===== src/rtl/riscv_mem_arbiter.sv =====
// Arbiter sharing one single-port memory between instruction fetch and data access.
// Data wins by default; a starvation counter forces fetch through after STARVE_MAX lost rounds.
module riscv_mem_arbiter #(
    parameter int DATA_W     = 32,
    parameter int STARVE_MAX = 4
) (
    input  logic              i_clk,
    input  logic              i_rstn,
    input  logic              i_if_req,
    input  logic [DATA_W-1:0] i_if_addr,
    output logic              o_if_gnt,
    output logic              o_if_rvalid,
    output logic [DATA_W-1:0] o_if_rdata,
    input  logic              i_dm_req,
    input  logic              i_dm_we,
    input  logic [3:0]        i_dm_be,
    input  logic [DATA_W-1:0] i_dm_addr,
    input  logic [DATA_W-1:0] i_dm_wdata,
    output logic              o_dm_gnt,
    output logic              o_dm_rvalid,
    output logic [DATA_W-1:0] o_dm_rdata,
    output logic              o_mem_req,
    output logic              o_mem_we,
    output logic [3:0]        o_mem_be,
    output logic [DATA_W-1:0] o_mem_addr,
    output logic [DATA_W-1:0] o_mem_wdata,
    input  logic              i_mem_gnt,
    input  logic              i_mem_rvalid,
    input  logic [DATA_W-1:0] i_mem_rdata,
    output logic              o_stall_f,
    output logic              o_busy
);

    typedef enum logic [1:0] {
        S_IDLE = 2'd0,
        S_REQ  = 2'd1,
        S_WAIT = 2'd2
    } state_t;

    localparam logic       OWN_IF = 1'b0;
    localparam logic       OWN_DM = 1'b1;
    localparam logic [3:0] W_MAX  = 4'(STARVE_MAX);

    state_t     r_state;
    state_t     w_state_next;
    logic       r_owner;
    logic       w_owner_next;
    logic [3:0] r_starve_cnt;
    logic [3:0] w_starve_next;

    logic w_sel_dm;
    logic w_sel_any;
    logic w_act_owner;
    logic w_drive;
    logic w_rsp;

    // Fetch only overrides data once it has lost STARVE_MAX rounds in a row.
    assign w_sel_dm  = i_dm_req & ~(i_if_req & (r_starve_cnt == W_MAX));
    assign w_sel_any = i_dm_req | i_if_req;

    always_ff @(posedge i_clk) begin
        if (!i_rstn) begin
            r_state      <= S_IDLE;
            r_owner      <= OWN_IF;
            r_starve_cnt <= 4'd0;
        end else begin
            r_state      <= w_state_next;
            r_owner      <= w_owner_next;
            r_starve_cnt <= w_starve_next;
        end
    end

    always_comb begin
        w_state_next  = r_state;
        w_owner_next  = r_owner;
        w_starve_next = r_starve_cnt;
        case (r_state)
            S_IDLE: begin
                if (w_sel_any) begin
                    w_owner_next = w_sel_dm ? OWN_DM : OWN_IF;
                    w_state_next = i_mem_gnt ? S_WAIT : S_REQ;
                    if (w_sel_dm) begin
                        if (i_if_req && (r_starve_cnt != W_MAX)) begin
                            w_starve_next = r_starve_cnt + 4'd1;
                        end
                    end else begin
                        w_starve_next = 4'd0;
                    end
                end
            end
            S_REQ: begin
                if (i_mem_gnt) begin
                    w_state_next = S_WAIT;
                end
            end
            S_WAIT: begin
                if (i_mem_rvalid) begin
                    w_state_next = S_IDLE;
                end
            end
            default: w_state_next = S_IDLE;
        endcase
    end

    // In IDLE the owner is the live selection; afterwards it is the latched one.
    assign w_act_owner = (r_state == S_IDLE) ? w_sel_dm : r_owner;
    assign w_drive     = i_rstn & (((r_state == S_IDLE) & w_sel_any) | (r_state == S_REQ));
    assign w_rsp       = i_rstn & (r_state == S_WAIT) & i_mem_rvalid;

    always_comb begin
        o_mem_req   = 1'b0;
        o_mem_we    = 1'b0;
        o_mem_be    = 4'h0;
        o_mem_addr  = '0;
        o_mem_wdata = '0;
        o_if_gnt    = 1'b0;
        o_dm_gnt    = 1'b0;
        o_if_rvalid = 1'b0;
        o_if_rdata  = '0;
        o_dm_rvalid = 1'b0;
        o_dm_rdata  = '0;
        if (w_drive) begin
            o_mem_req = 1'b1;
            if (w_act_owner == OWN_DM) begin
                o_mem_we    = i_dm_we;
                o_mem_be    = i_dm_be;
                o_mem_addr  = i_dm_addr;
                o_mem_wdata = i_dm_wdata;
                o_dm_gnt    = i_mem_gnt;
            end else begin
                o_mem_be    = 4'hF;
                o_mem_addr  = i_if_addr;
                o_if_gnt    = i_mem_gnt;
            end
        end
        if (w_rsp) begin
            if (r_owner == OWN_DM) begin
                o_dm_rvalid = 1'b1;
                o_dm_rdata  = i_mem_rdata;
            end else begin
                o_if_rvalid = 1'b1;
                o_if_rdata  = i_mem_rdata;
            end
        end
    end

    assign o_stall_f = i_rstn & i_if_req & ~o_if_gnt;
    assign o_busy    = i_rstn & (r_state != S_IDLE);

endmodule

===== config.mk =====
export PLATFORM = sky130hd
export DESIGN_NAME = riscv_mem_arbiter
export DESIGN_NICKNAME = d
export VERILOG_FILES = /design/src/rtl/riscv_mem_arbiter.sv
export SDC_FILE = /design/constraint.sdc
export NUM_CORES = 1
export LEC_CHECK = 0
export CORE_AREA = 3 3 107 109
export DETAILED_ROUTE_END_ITERATION = 16
export DIE_AREA = 0 0 110 112
export PLACE_DENSITY = 0.7
export SYNTH_ARGS = -nofsm -noshare
export SYNTH_HDL_FRONTEND = slang
export SYNTH_SLANG_ARGS = --single-unit

===== constraint.sdc =====
create_clock -name i_clk -period 2.48 [get_ports i_clk]
set_input_delay 0.62 -clock i_clk [delete_from_list [all_inputs] [get_ports i_clk]]
set_output_delay 0.62 -clock i_clk [all_outputs]
set_load 0.02 [all_outputs]

==> impl_metrics.yaml, run 1 <==
logic_synthesis:
  synth-compound-area-share_pct: 6.23
  synth_area_per_cell_um2: 6.77
  synthTopCellsByArea: "and2_1, nand3_1, mux2i_1"
  synth_ff_type: "dfxtp_1"
  synth-xor-area-share_pct: 0
  syn_nets: 429
  synthAdderAreaFrac_pct: 1.28
  synth.distinct_cells: 36
  synth_top_cell_area_share_pct: 20.9
  synth_area_leader_cell: "and2_1"
  yosysWarnings: 0
  synthSimpleGateAreaFrac_pct: 58.8
  syn_area_um2: 1950
  postSynthCellCount: 288
  ys_seq_area_share_pct: 7.19
  async_flop_share_pct: 0
  synth.area.mux_share_pct: 16.4
  synth-seq-cells: 7
  synth_top_family_by_area: "simple AND/OR/NAND/NOR gates"
  synth_edf_count: 0
detailed_routing:
  vias: 3363
  drc: 0
  firstDrtPassIters: 4
  ant_nets: 0
  routed_wl_um: 12500
  drt_iter0_drc: 132
  via_per_inst: 4.61
  wl_per_cell_um: 17.2
critical_path:
  start_kind: "primary input"
  path_buf_inv: 6
  reg2reg_depth: 5
  crit_path_cell_trace: "buf_6 > buf_6 > nand4b_4 > a31oi_4 > buf_4 > buf_6 > buf_12 > mux2i_2 > buf_4"
  worst_ep_required_time_ps: 1860
  r2r-start: "r_state[0]"
  worst_path_dominant_cell_family: "buffers and inverters"
  path_common_cell: "buf_6"
  cp_max_fo: 5
  crit_path_end_kind: "output port"
  max_stage_delay_ps: 220
  path_class: "primary input to output port"
  timing.rr.end: "r_starve_cnt[2]"
  r2r_slack_ps: 1040
  critPathSlowestCell: "a31oi_4"
  arrival_ps: 1890
place:
  place_area_um2: 5050
  placed_cells: 702
  dp_hpwl_um: 9540
  port_buffers: 278
  place_congestion: 0.768
sta:
  fmax_ghz: 0.398
  final.setup.worst_slack_ps: -30.3
  relSlewSlack_pct: 81.8
  period_share_pct: 101
  finalSetupViolations: 17
  fin_setup_tns_ps: -200
  fin_hold_ws_ps: 539
  rsz0062_at_grt: "true"
  finClkSkew_ps: 2.69
  worst_pin_slew_ps: 272
  drv_slew: 0
  finalHoldViolCount: 0
  period_needed_ps: 2510
finish:
  stdcell_count: 730
  drive_gt1_share_pct: 36.9
  area_growth_pct: 160
  design_area_um2: 5070
  final_cell_mix: "clkdlybuf4s50_1, buf_2, nand3_1, and2_1, buf_4"
  final_nets: 732
  antenna_cells: 0
  final_core_util_pct: 47.4
  final_common_cell: "clkdlybuf4s50_1"
die:
  io_pins: 279
  die_y_um: 112
  row_count: 38
  dieArea_um2: 12300
  coreArea_um2: 10700
  die_x_um: 110
  start_util_pct: 18.2
pwr:
  intPower_uw: 786
  p_sw_uw: 494
  comb_power_share_pct: 76.9
  p_per_area_nw_per_um2: 252
  clkPwrFrac_pct: 13.4
  swShare_pct: 38.6
  p_seq_share_pct: 9.7
  ir_drop_uv: 135
  power.leakage_nw: 2.59
clock_network:
  h-tree-depth: 1
  cts_tree: "done"
  clockBufferDepth: 2
  clkTransAtPathRegs_ps: 40
  worst_skew_pair.late_latency_ps: 240
  cts_buffers: 3
  clock_sinks: 7
  root_buffer: "clkbuf_8"
worst_hold_path:
  hold_end: "r_starve_cnt[3]"
  min_path_type: "flip-flop to flip-flop"
  min_from: "r_starve_cnt[3]"
  hold_depth: 2
run_status:
  violations: "setup timing"
  status: "complete, but fails checks"
grt:
  antenna_found_initial: 0
  grt_pass1_wl_um: 18200
  grt_max_degree: 35
  grtUsageTotal_pct: 18.8
  gr-total-overflow: 0
  grt_pass1_vias: 3414
run:
  max_cap_violations: 0
## what timing repair did
item | CTS | global route
pin swaps | 3 | 4
cloned | 8 | 2
resized for setup | 574 | 58
hold buffers | 0 | 0
setup endpoints to repair | 140 | 108
setup buffers | 13 | 2
## tightest hold or removal path: cells and delay by family (launching register included)
kind | cells | cell delay, ps
compound gates | 2 | 150
flops | 1 | 340
## through the flow
stage | power [mW] | setup slack, ps
after CTS | 1.26 | -29.9
after global placement | 0.982 | -841
after floorplan | 0.500 | 56.7
after detailed placement | 0.996 | -875
after global routing | 1.35 | -106
final | 1.28 | -30.3
## power by group through the flow
stage          Sequential (mW)  Combinational (mW)  Clock (mW)
2_1_floorplan            0.123               0.377           0
6_report                 0.124               0.985       0.171
3_3_place_gp             0.124               0.858           0
4_1_cts                  0.124               0.961       0.171
5_1_grt                  0.125                1.05       0.176
3_5_place_dp             0.124               0.871           0
## cell type report
class / instances / area, um2
Clock buffer: 4 / 45.0
Fill cell: 1100 / 5620
Inverter: 4 / 15.0
Multi-Input combinational cell: 243 / 1720
Sequential cell: 7 / 143
Tap cell: 140 / 175
Timing Repair Buffer: 332 / 2980
## flip-flops by register name, summed over array words and instances (netlist names)
signal / cells
r_starve_cnt: 4
r_state: 2
r_owner: 1
## cells by family (layout without fill, tap and decap cells)
group           Yosys count  after routing
fa+ha+maj                 2              2
flops                     7              7
buf+inv                  38            340
simple gates            193            193
mux                      32             32
compound gates           16             16
## worst max-delay path by stage
stage                     cells after the start        endpoint      from  slack, ps
after detailed placement                      7   o_mem_addr[7]  i_if_req       -880
after global placement                        7   o_mem_addr[5]  i_if_req       -840
after global routing                          9  o_mem_addr[13]  i_if_req       -110
after floorplan                               5       o_stall_f  i_dm_req         60
after CTS                                    10  o_mem_addr[22]  i_if_req        -30
final                                         9   o_mem_addr[8]  i_if_req        -30
## Yosys cell counts, types with 3 or more instances
| master | number |
|---|---|
| buf_2 | 19 |
| and3_1 | 35 |
| a31oi_1 | 3 |
| nand2_1 | 3 |
| dfxtp_1 | 7 |
| o21a_1 | 5 |
| a21oi_1 | 3 |
| mux2i_1 | 32 |
| clkbuf_1 | 11 |
| nand3_1 | 67 |
| nor2_1 | 3 |
| inv_1 | 4 |
| nand4_1 | 4 |
| nor2b_1 | 3 |
| and2_1 | 65 |
## routing by layer
| metal | vias to the layer above | GRT usage, % | wire length, um |
|---|---|---|---|
| met5 | - | 0 | 0 |
| met4 | 0 | 5.40 | 278 |
| met3 | 19 | 4.99 | 1270 |
| met2 | 169 | 37.1 | 6750 |
| met1 | 1548 | 18.6 | 4250 |
| li1 | 1627 | - | - |
Note: power is estimated with default switching activity, not from simulation.
==> run 2, diff against run 1 <==
- PLACE_DENSITY: 0.7 -> default
==> run 2 against run 1 <==
Net effect:
- the flow now finishes without violations
- worst setup slack improved by 43 ps
- register-to-register slack about the same
- clock power about the same
- sequential power about the same
- sequential cell count unchanged
- utilization increased by 0.40 points
- design area increased by 0.84%
- combinational power decreased by 2.6%
- clock skew decreased by 2.2 ps
- maximum frequency increased by 1.7%
- non-clock buffer count increased by 4
- via count decreased by 0.62%
- critical endpoint is now o_mem_addr[6]
- largest cell class unchanged
==> impl_metrics.yaml, run 2 (synthesis results as in run 1) <==
detailed_routing:
  drc: 0
  routed_wl_um: 12300
  topRoutingLayerUsed: "met4"
  vias: 3342
  routed-wl-met2_um: 6370
  wl_per_cell_um: 16.8
  via_per_inst: 4.54
  drt_iter0_drc: 73
  met3WireLength_um: 1390
  ant_nets: 0
  firstDrtPassIters: 6
  wl_met1_um: 4490
clock_network:
  cts_tree: "done"
  cts_buffers: 3
  clock_sinks: 7
  h-tree-depth: 1
  root_buffer: "clkbuf_8"
  clockBufferDepth: 2
  clkTransAtPathRegs_ps: 40
  worst_skew_pair.late_latency_ps: 230
finish:
  top_regs: "r_starve_cnt (4), r_state (2), r_owner (1)"
  area_growth_pct: 163
  drive_gt1_share_pct: 36.7
  final_nets: 738
  final_cell_mix: "clkdlybuf4s50_1, buf_4, buf_2, nand3_1, and2_1"
  largest_reg_flops: 4
  largest_register: "r_starve_cnt"
  antenna_cells: 0
  final_common_cell: "clkdlybuf4s50_1"
place:
  dpl_worst_slack_ps: -918
  place_congestion: 0.814
  port_buffers: 278
  dp_hpwl_um: 9240
critical_path:
  path_depth: 8
  start_kind: "flip-flop"
  crit_path_end_kind: "output port"
  max_stage_delay_ps: 320
  crit_path_cell_trace: "inv_2 > ha_4 > nand4b_4 > a31oi_4 > buf_12 > buf_12 > mux2i_2 > buf_4"
  cp_max_fo: 8
  worst_ep_required_time_ps: 1860
  arrival_ps: 1850
  path_common_cell: "buf_12"
  path_class: "flip-flop to output port"
  reg2reg_depth: 5
  worst_path_dominant_cell_family: "buffers and inverters"
  critPathSlowestCell: "dfxtp_2"
  path_buf_inv: 4
pwr:
  ir_drop_uv: 106
  comb_power_share_pct: 76.5
  p_sw_uw: 483
  clkPwrFrac_pct: 13.5
  power.leakage_nw: 2.60
  p_seq_share_pct: 10.0
  intPower_uw: 769
  finalPower_mw: 1.25
  p_per_area_nw_per_um2: 245
  swShare_pct: 38.6
die:
  dieArea_um2: 12300
  row_count: 38
  coreArea_um2: 10700
  start_util_pct: 18.2
  die_x_um: 110
  io_pins: 279
  die_y_um: 112
sta:
  fmax_ghz: 0.405
  final.setup.worst_slack_ps: 12.3
  worst_pin_slew_ps: 323
  drv_slew: 0
  relSlewSlack_pct: 78.4
  fin_hold_ws_ps: 590
  finClkSkew_ps: 0.463
  period_needed_ps: 2470
  finalSetupViolations: 0
  rsz0062_at_grt: "true"
  finalHoldViolCount: 0
  period_share_pct: 99.5
  fin_setup_tns_ps: 0
grt:
  gr-total-overflow: 0
  grt_max_degree: 32
  grt_pass1_wl_um: 18200
  grt_pass1_vias: 3410
  antenna_found_initial: 0
  grtUsageTotal_pct: 18.4
run_status:
  status: "finished clean"
worst_hold_path:
  min_path_type: "flip-flop to flip-flop"
  hold_depth: 3
run:
  max_cap_violations: 0
==> run 2: cell count changes in the layout (fill, tap and decap cells not counted), moves of 7 or more <==
cell | before | now
buf_2 | 83 | 67
clkbuf_2 | 9 | 21
buf_4 | 60 | 70
buf_6 | 19 | 10
buf_12 | 8 | 15
==> run 2: worst reg2reg max path, stage by stage (launching register included) <==
cell     delay, ps
dfxtp_1        370
or3_4          420
buf_6          150
buf_12         160
a31oi_1        170
nor2_1          50
==> run 2: what timing repair did <==
action,CTS,global route
gates cloned,8,2
gates resized for setup,498,91
hold buffers,0,0
buffers inserted,9,3
endpoints found under the setup margin,140,103
pin swaps,5,6
==> run 2: cell type report <==
| cell class | count | area (um2) |
|---|---|---|
| multi-input cells | 245 | 1750 |
| well taps | 140 | 175 |
| inverters | 4 | 15.0 |
| flip-flops and latches | 7 | 143 |
| clock buffers | 4 | 45.0 |
| repair buffers | 336 | 2990 |
| fillers | 1098 | 5580 |
==> run 2: path summary, 6_finish.rpt <==
check,start,end,slack [ps]
setup / recovery,r_starve_cnt[0],o_mem_addr[6],10
hold reg to reg,r_starve_cnt[1],r_starve_cnt[1],590
setup reg to reg,r_state[0],r_state[1],1050
hold / removal,r_starve_cnt[1],r_starve_cnt[1],590
==> run 2: power groups by stage <==
stage,logic (mW),clock network [mW],registers [mW]
floorplan,0.377,0,0.123
global placement,0.883,0,0.125
detailed placement,0.890,0,0.125
CTS,0.944,0.172,0.124
global route,1.02,0.178,0.125
finish,0.959,0.169,0.125
==> run 2: routing by layer <==
layer / up-vias / GRT usage, %
met4: 0 / 2.83
met5: - / 0
met1: 1517 / 19.6
met2: 177 / 35.4
met3: 9 / 5.28
li1: 1639 / -
==> run 2: through the flow <==
step                instances  utilization, %  cell area [um2]
CTS                       733            48.4             5180
global placement          712            48.5             5190
global route              736            47.8             5120
detailed placement        712            48.5             5190
floorplan                 288               -             1960
finish                    736            47.8             5120
